`config.mk`:
```
export PLATFORM = sky130hd
export DESIGN_NAME = uart_rx_framer
export DESIGN_NICKNAME = d
export VERILOG_FILES = /design/src/rtl/uart_rx_framer.sv
export SDC_FILE = /design/constraint.sdc
export NUM_CORES = 1
export LEC_CHECK = 0
export CORE_UTILIZATION = 45
export CTS_BUF_LIST = sky130_fd_sc_hd__clkbuf_8
export CTS_CLUSTER_SIZE = 20
export DETAILED_ROUTE_END_ITERATION = 10
export MAX_ROUTING_LAYER = met4
export PLACE_DENSITY = 0.72
export SLEW_MARGIN = 20
export SYNTH_ARGS = -nofsm -noshare
export SYNTH_HDL_FRONTEND = slang
export SYNTH_SLANG_ARGS = --single-unit
```
`constraint.sdc`:
```
create_clock -name i_clk -period 1.9 [get_ports i_clk]
set_input_delay 0.38 -clock i_clk [delete_from_list [all_inputs] [get_ports i_clk]]
set_output_delay 0.38 -clock i_clk [all_outputs]
set_load 0.03 [all_outputs]
```
`src/rtl/uart_rx_framer.sv`:
```
// Oversampled 8N1 UART receiver: synchronises the rx pin, frames bytes and
// writes them to the downstream FIFO, with sticky framing/overrun flags.
module uart_rx_framer #(
  parameter int unsigned CLKS_PER_BIT = 868,
  parameter int unsigned OUT_WIDTH    = 32
) (
  input  logic                 i_clk,
  input  logic                 i_reset,
  input  logic                 i_rx,
  input  logic                 i_rx_enable,
  input  logic                 i_fifo_full,
  input  logic                 i_err_clear,
  output logic [OUT_WIDTH-1:0] o_data_out,
  output logic                 o_data_valid,
  output logic                 o_busy,
  output logic                 o_frame_err,
  output logic                 o_overrun
);

  localparam int unsigned CNT_W = (CLKS_PER_BIT > 1) ? $clog2(CLKS_PER_BIT) : 1;
  localparam logic [CNT_W-1:0] CNT_LAST = CNT_W'(CLKS_PER_BIT - 1);
  localparam logic [CNT_W-1:0] CNT_HALF = CNT_W'(CLKS_PER_BIT / 2 - 1);

  typedef enum logic [2:0] {
    S_IDLE,
    S_START,
    S_DATA,
    S_STOP,
    S_BREAK
  } state_t;

  state_t                 r_state;
  state_t                 w_next;
  logic                   r_rx_meta;
  logic                   r_rx_s;
  logic [CNT_W-1:0]       r_bit_cnt;
  logic [2:0]             r_idx;
  logic [7:0]             r_shreg;
  logic [OUT_WIDTH-1:0]   r_data_out;
  logic                   r_data_valid;
  logic                   r_busy;
  logic                   r_frame_err;
  logic                   r_overrun;
  logic                   w_shift;
  logic                   w_accept;
  logic                   w_ovr_set;
  logic                   w_fe_set;

  // State register
  always_ff @(posedge i_clk) begin
    if (!i_reset) r_state <= S_IDLE;
    else          r_state <= w_next;
  end

  // Next-state and per-cycle datapath controls
  always_comb begin
    w_next    = r_state;
    w_shift   = 1'b0;
    w_accept  = 1'b0;
    w_ovr_set = 1'b0;
    w_fe_set  = 1'b0;
    case (r_state)
      S_IDLE:  if (!r_rx_s) w_next = S_START;
      S_START: if (r_bit_cnt == CNT_HALF) w_next = r_rx_s ? S_IDLE : S_DATA;
      S_DATA: begin
        if (r_bit_cnt == CNT_LAST) begin
          w_shift = 1'b1;
          if (r_idx == 3'd7) w_next = S_STOP;
        end
      end
      S_STOP: begin
        if (r_bit_cnt == CNT_LAST) begin
          if (r_rx_s) begin
            w_ovr_set = i_fifo_full;
            w_accept  = !i_fifo_full;
            w_next    = S_IDLE;
          end else begin
            w_fe_set = 1'b1;
            w_next   = S_BREAK;
          end
        end
      end
      S_BREAK: if (r_rx_s) w_next = S_IDLE;
      default: w_next = S_IDLE;
    endcase
    // Disarm aborts any frame without touching the flags
    if (!i_rx_enable) begin
      w_next    = S_IDLE;
      w_shift   = 1'b0;
      w_accept  = 1'b0;
      w_ovr_set = 1'b0;
      w_fe_set  = 1'b0;
    end
  end

  // Pin synchroniser, bit timing, shift register and registered outputs
  always_ff @(posedge i_clk) begin
    if (!i_reset) begin
      r_rx_meta    <= 1'b1;
      r_rx_s       <= 1'b1;
      r_bit_cnt    <= '0;
      r_idx        <= '0;
      r_shreg      <= '0;
      r_data_out   <= '0;
      r_data_valid <= 1'b0;
      r_busy       <= 1'b0;
      r_frame_err  <= 1'b0;
      r_overrun    <= 1'b0;
    end else begin
      r_rx_meta <= i_rx;
      r_rx_s    <= r_rx_meta;

      if (w_next != r_state || r_bit_cnt == CNT_LAST) r_bit_cnt <= '0;
      else                                             r_bit_cnt <= r_bit_cnt + CNT_W'(1);

      if (r_state != S_DATA) r_idx <= '0;
      else if (w_shift)      r_idx <= r_idx + 3'd1;

      if (w_shift) r_shreg[r_idx] <= r_rx_s;

      if (w_accept) r_data_out <= OUT_WIDTH'(r_shreg);
      r_data_valid <= w_accept;
      r_busy       <= (w_next != S_IDLE);

      if (w_fe_set)         r_frame_err <= 1'b1;
      else if (i_err_clear) r_frame_err <= 1'b0;

      if (w_ovr_set)        r_overrun <= 1'b1;
      else if (i_err_clear) r_overrun <= 1'b0;
    end
  end

  assign o_data_out   = r_data_out;
  assign o_data_valid = r_data_valid;
  assign o_busy       = r_busy;
  assign o_frame_err  = r_frame_err;
  assign o_overrun    = r_overrun;

endmodule

```
==> metrics.csv <==
stage,metric,value,unit
run_status,status,finished clean,
floorplanning,die width,68.26,µm
drt,Avg WL per Cell,11.10,µm
setup_path,critical path required time,2.12,ns
drt,Iter 0 DRT Violations,69,
synthesis,Yosys reg bits,38,
setup_path,Worst Setup Path Type,reg2reg,
drt,final wirelength,3307,µm
final_layout,synthesis-to-finish area growth,16.72,%
global_route,All-Layer GR Usage,0.1586,
floorplanning,Core Box Area,4115,µm²
final_layout,"Core Util, Final",0.5604,
final_layout,ant diodes,0,
setup_path,slowest CP cell,dfxtp_1,
setup_path,worst path arrival time,1.99,ns
setup_path,crit-path cells,nor3b_4 -> buf_4 -> nand2b_1 -> nor4_4 -> buf_4 -> and4bb_2 -> mux2i_1,
floorplanning,Die ar.,4659,µm²
synthesis,asr flop ratio synth,0,
clocking,Num CTS Buffers,5,
timing,final setup violation count,0,
final_layout,fillers,359,
clocking,clk buf depth,2,
clocking,clk sinks,38,
timing,Peak Freq,566.4,MHz
timing,RSZ-0062 raised after global routing,false,
synthesis,"Cell Area, Synth",1976,µm²
global_route,largest net degree at the start of global routing,16,
pwr,LEAKAGE,0.9703,nW
timing,hold_ws,0.4150,ns
setup_path,worst-path fanout max,6,
drt,First-pass DRT Iterations,4,
synthesis,Post-synth top cells,"dfxtp_1, buf_4, nand2_1",
global_route,first-pass GRT wire length,5326,µm
synthesis,"EDFF count, synth",0,
floorplanning,row cnt,23,
synthesis,unique cell type count in the Yosys netlist,44,
timing,Clock Skews,0.006131,ns
setup_path,cell mode on critical path,buf_4,
synthesis,"top cells by area, synth","dfxtp_1, mux2i_1, buf_4",
clocking,CTS tree,yes,
hold_path,worst min path class,reg2reg,
timing,crit share post-route,0.9292,
timing,crit path time final,1.766,ns
synthesis,Synth Flop Type,dfxtp_1,
synthesis,Mapped Cells,215,
clocking,root buffer cell,clkbuf_8,
global_route,GRT overflow,0,
setup_path,FF-to-FF setup slack,0.13,ns
drt,DRC,0,
placed_design,Detailed Place HPWL,2379,µm
synthesis,Synth top area share,0.3851,
placed_design,Final GP Congestion,0.7919,
global_route,vias in the first global route,1236,
floorplanning,I/O pin count,42,
synthesis,cell with the most instances after synthesis,dfxtp_1,
setup_path,CP top delay family,simple AND/OR/NAND/NOR gates,
synthesis,Avg Inst Size Synth,9.189,µm²
final_layout,Final nets,257,
synthesis,post-synth top area cell,dfxtp_1,
setup_path,crit start category,flop,
setup_path,CP peak stage delay,0.38,ns
clocking,Worst-path clk slew,0.08,ns
clocking,H-Tree Depth,2,
synthesis,Syn. warnings,0,
floorplanning,Chip Height,68.26,µm
placed_design,Port Buf Inserts,17,
drt,Via density,4.919,
synthesis,sequential area share after synthesis,0.3851,
timing,final max-slew violation count,0,
clocking,Hold Buf Count CTS,0,
clocking,clk_lat worst skew,0.29,ns
job,reported max-cap violation count,0,
timing,Final Hold Fails,0,
pwr,pwr dens,662.6,nW/µm²
setup_path,Worst Path Buf+Inv,2,
final_layout,share of layout cells above drive strength 1,0.1613,
floorplanning,Starting Density,0.4801,
drt,Post-DRT Antenna Nets,0,
setup_path,Crit. End Element,flop,
drt,DR vias,1466,
global_route,initial antenna violation count,0,
pwr,Max rail drop VDD,0.4096,mV
## sequential cells by signal (all words and copies together) (netlist names), 3 cells and up
signal,count
r_state,3
o_data_out,8
r_bit_cnt,10
r_idx,3
r_shreg,8
## cell type report
class,instances,area (µm²),share of cell area
multi-input combinational,161,1061,0.4601
sequential,38,762.0,0.3304
timing repair buffer,35,302.8,0.1313
clock buffer,6,82.58,0.03581
tap,50,62.56,0.02713
inverter,6,22.52,0.009767
clock inverter,2,12.51,0.005426
## final timing paths
| kind | start | end | cells past startpoint |
|---|---|---|---|
| worst min register to register | r_rx_meta$_SDFF_PN1_ | r_rx_s$_SDFF_PN1_ | 1 |
| worst max register to register | r_bit_cnt[3]$_SDFF_PP0_ | r_shreg[4]$_SDFFE_PN0P_ | 7 |
| worst min-delay path | r_rx_meta$_SDFF_PN1_ | r_rx_s$_SDFF_PN1_ | 1 |
| worst max-delay path | r_bit_cnt[3]$_SDFF_PP0_ | r_shreg[4]$_SDFFE_PN0P_ | 7 |
## what timing repair did
action / in CTS / in global routing
setup endpoints to repair: 0 / 11
gates resized for setup: 0 / 7
setup buffers: 0 / 2
## metrics by stage
stage	cells	worst slack (ns)	total power, mW	setup TNS [ns]	cell area, µm²
3_5_place_dp	287	-0.2376	0.9635	-2.658	2151
2_1_floorplan	238	0.1844	0.9717	0	2062
5_1_grt	298	0.005747	1.592	0	2306
4_1_cts	295	0.04639	1.542	0	2246
3_3_place_gp	287	-0.1813	0.9625	-2.054	2151
6_report	298	0.1345	1.528	0	2306
## logic make-up after synthesis
kind of cell               after synthesis  share of synthesized area
adders and majority gates                4                    0.02533
and+or+nand+nor                         90                     0.2603
buffers and inverters                   39                     0.1412
xor gates and xnor gates                 9                    0.03990
DFF                                     38                     0.3851
other                                    1                   0.001898
muxes                                   19                    0.09626
AOI/OAI and AO/OA                       15                    0.05003
## placed cells by master (no fill, tap or decap), types with 4 or more instances in the layout
master and n:
dfxtp_1 37, nand2_1 24, conb_1 24, mux2i_1 19
clkdlybuf4s50_1 17, buf_4 17, nor2_1 14, nor3_1 14
xnor2_1 7, inv_1 6, nand3_1 6, clkbuf_8 6
o21ai_0 5, and2_1 4, nand4_1 4
## layer usage
layer | GRT usage | wire length, µm | vias to the layer above
li1 | - | - | 752
met1 | 0.1893 | 1588 | 665
met2 | 0.2439 | 1510 | 41
met3 | 0.05167 | 143 | 8
met4 | 0.06510 | 64 | 0
met5 | - | 0 | -
## report_power, final
part | internal (mW) | switching (mW) | total (mW)
clock | 0.291 | 0.287 | 0.579
sequential | 0.805 | 0.00997 | 0.815
combinational | 0.0349 | 0.0994 | 0.134
total | 1.13 | 0.397 | 1.53
Note: power is estimated with default switching activity, not from simulation.
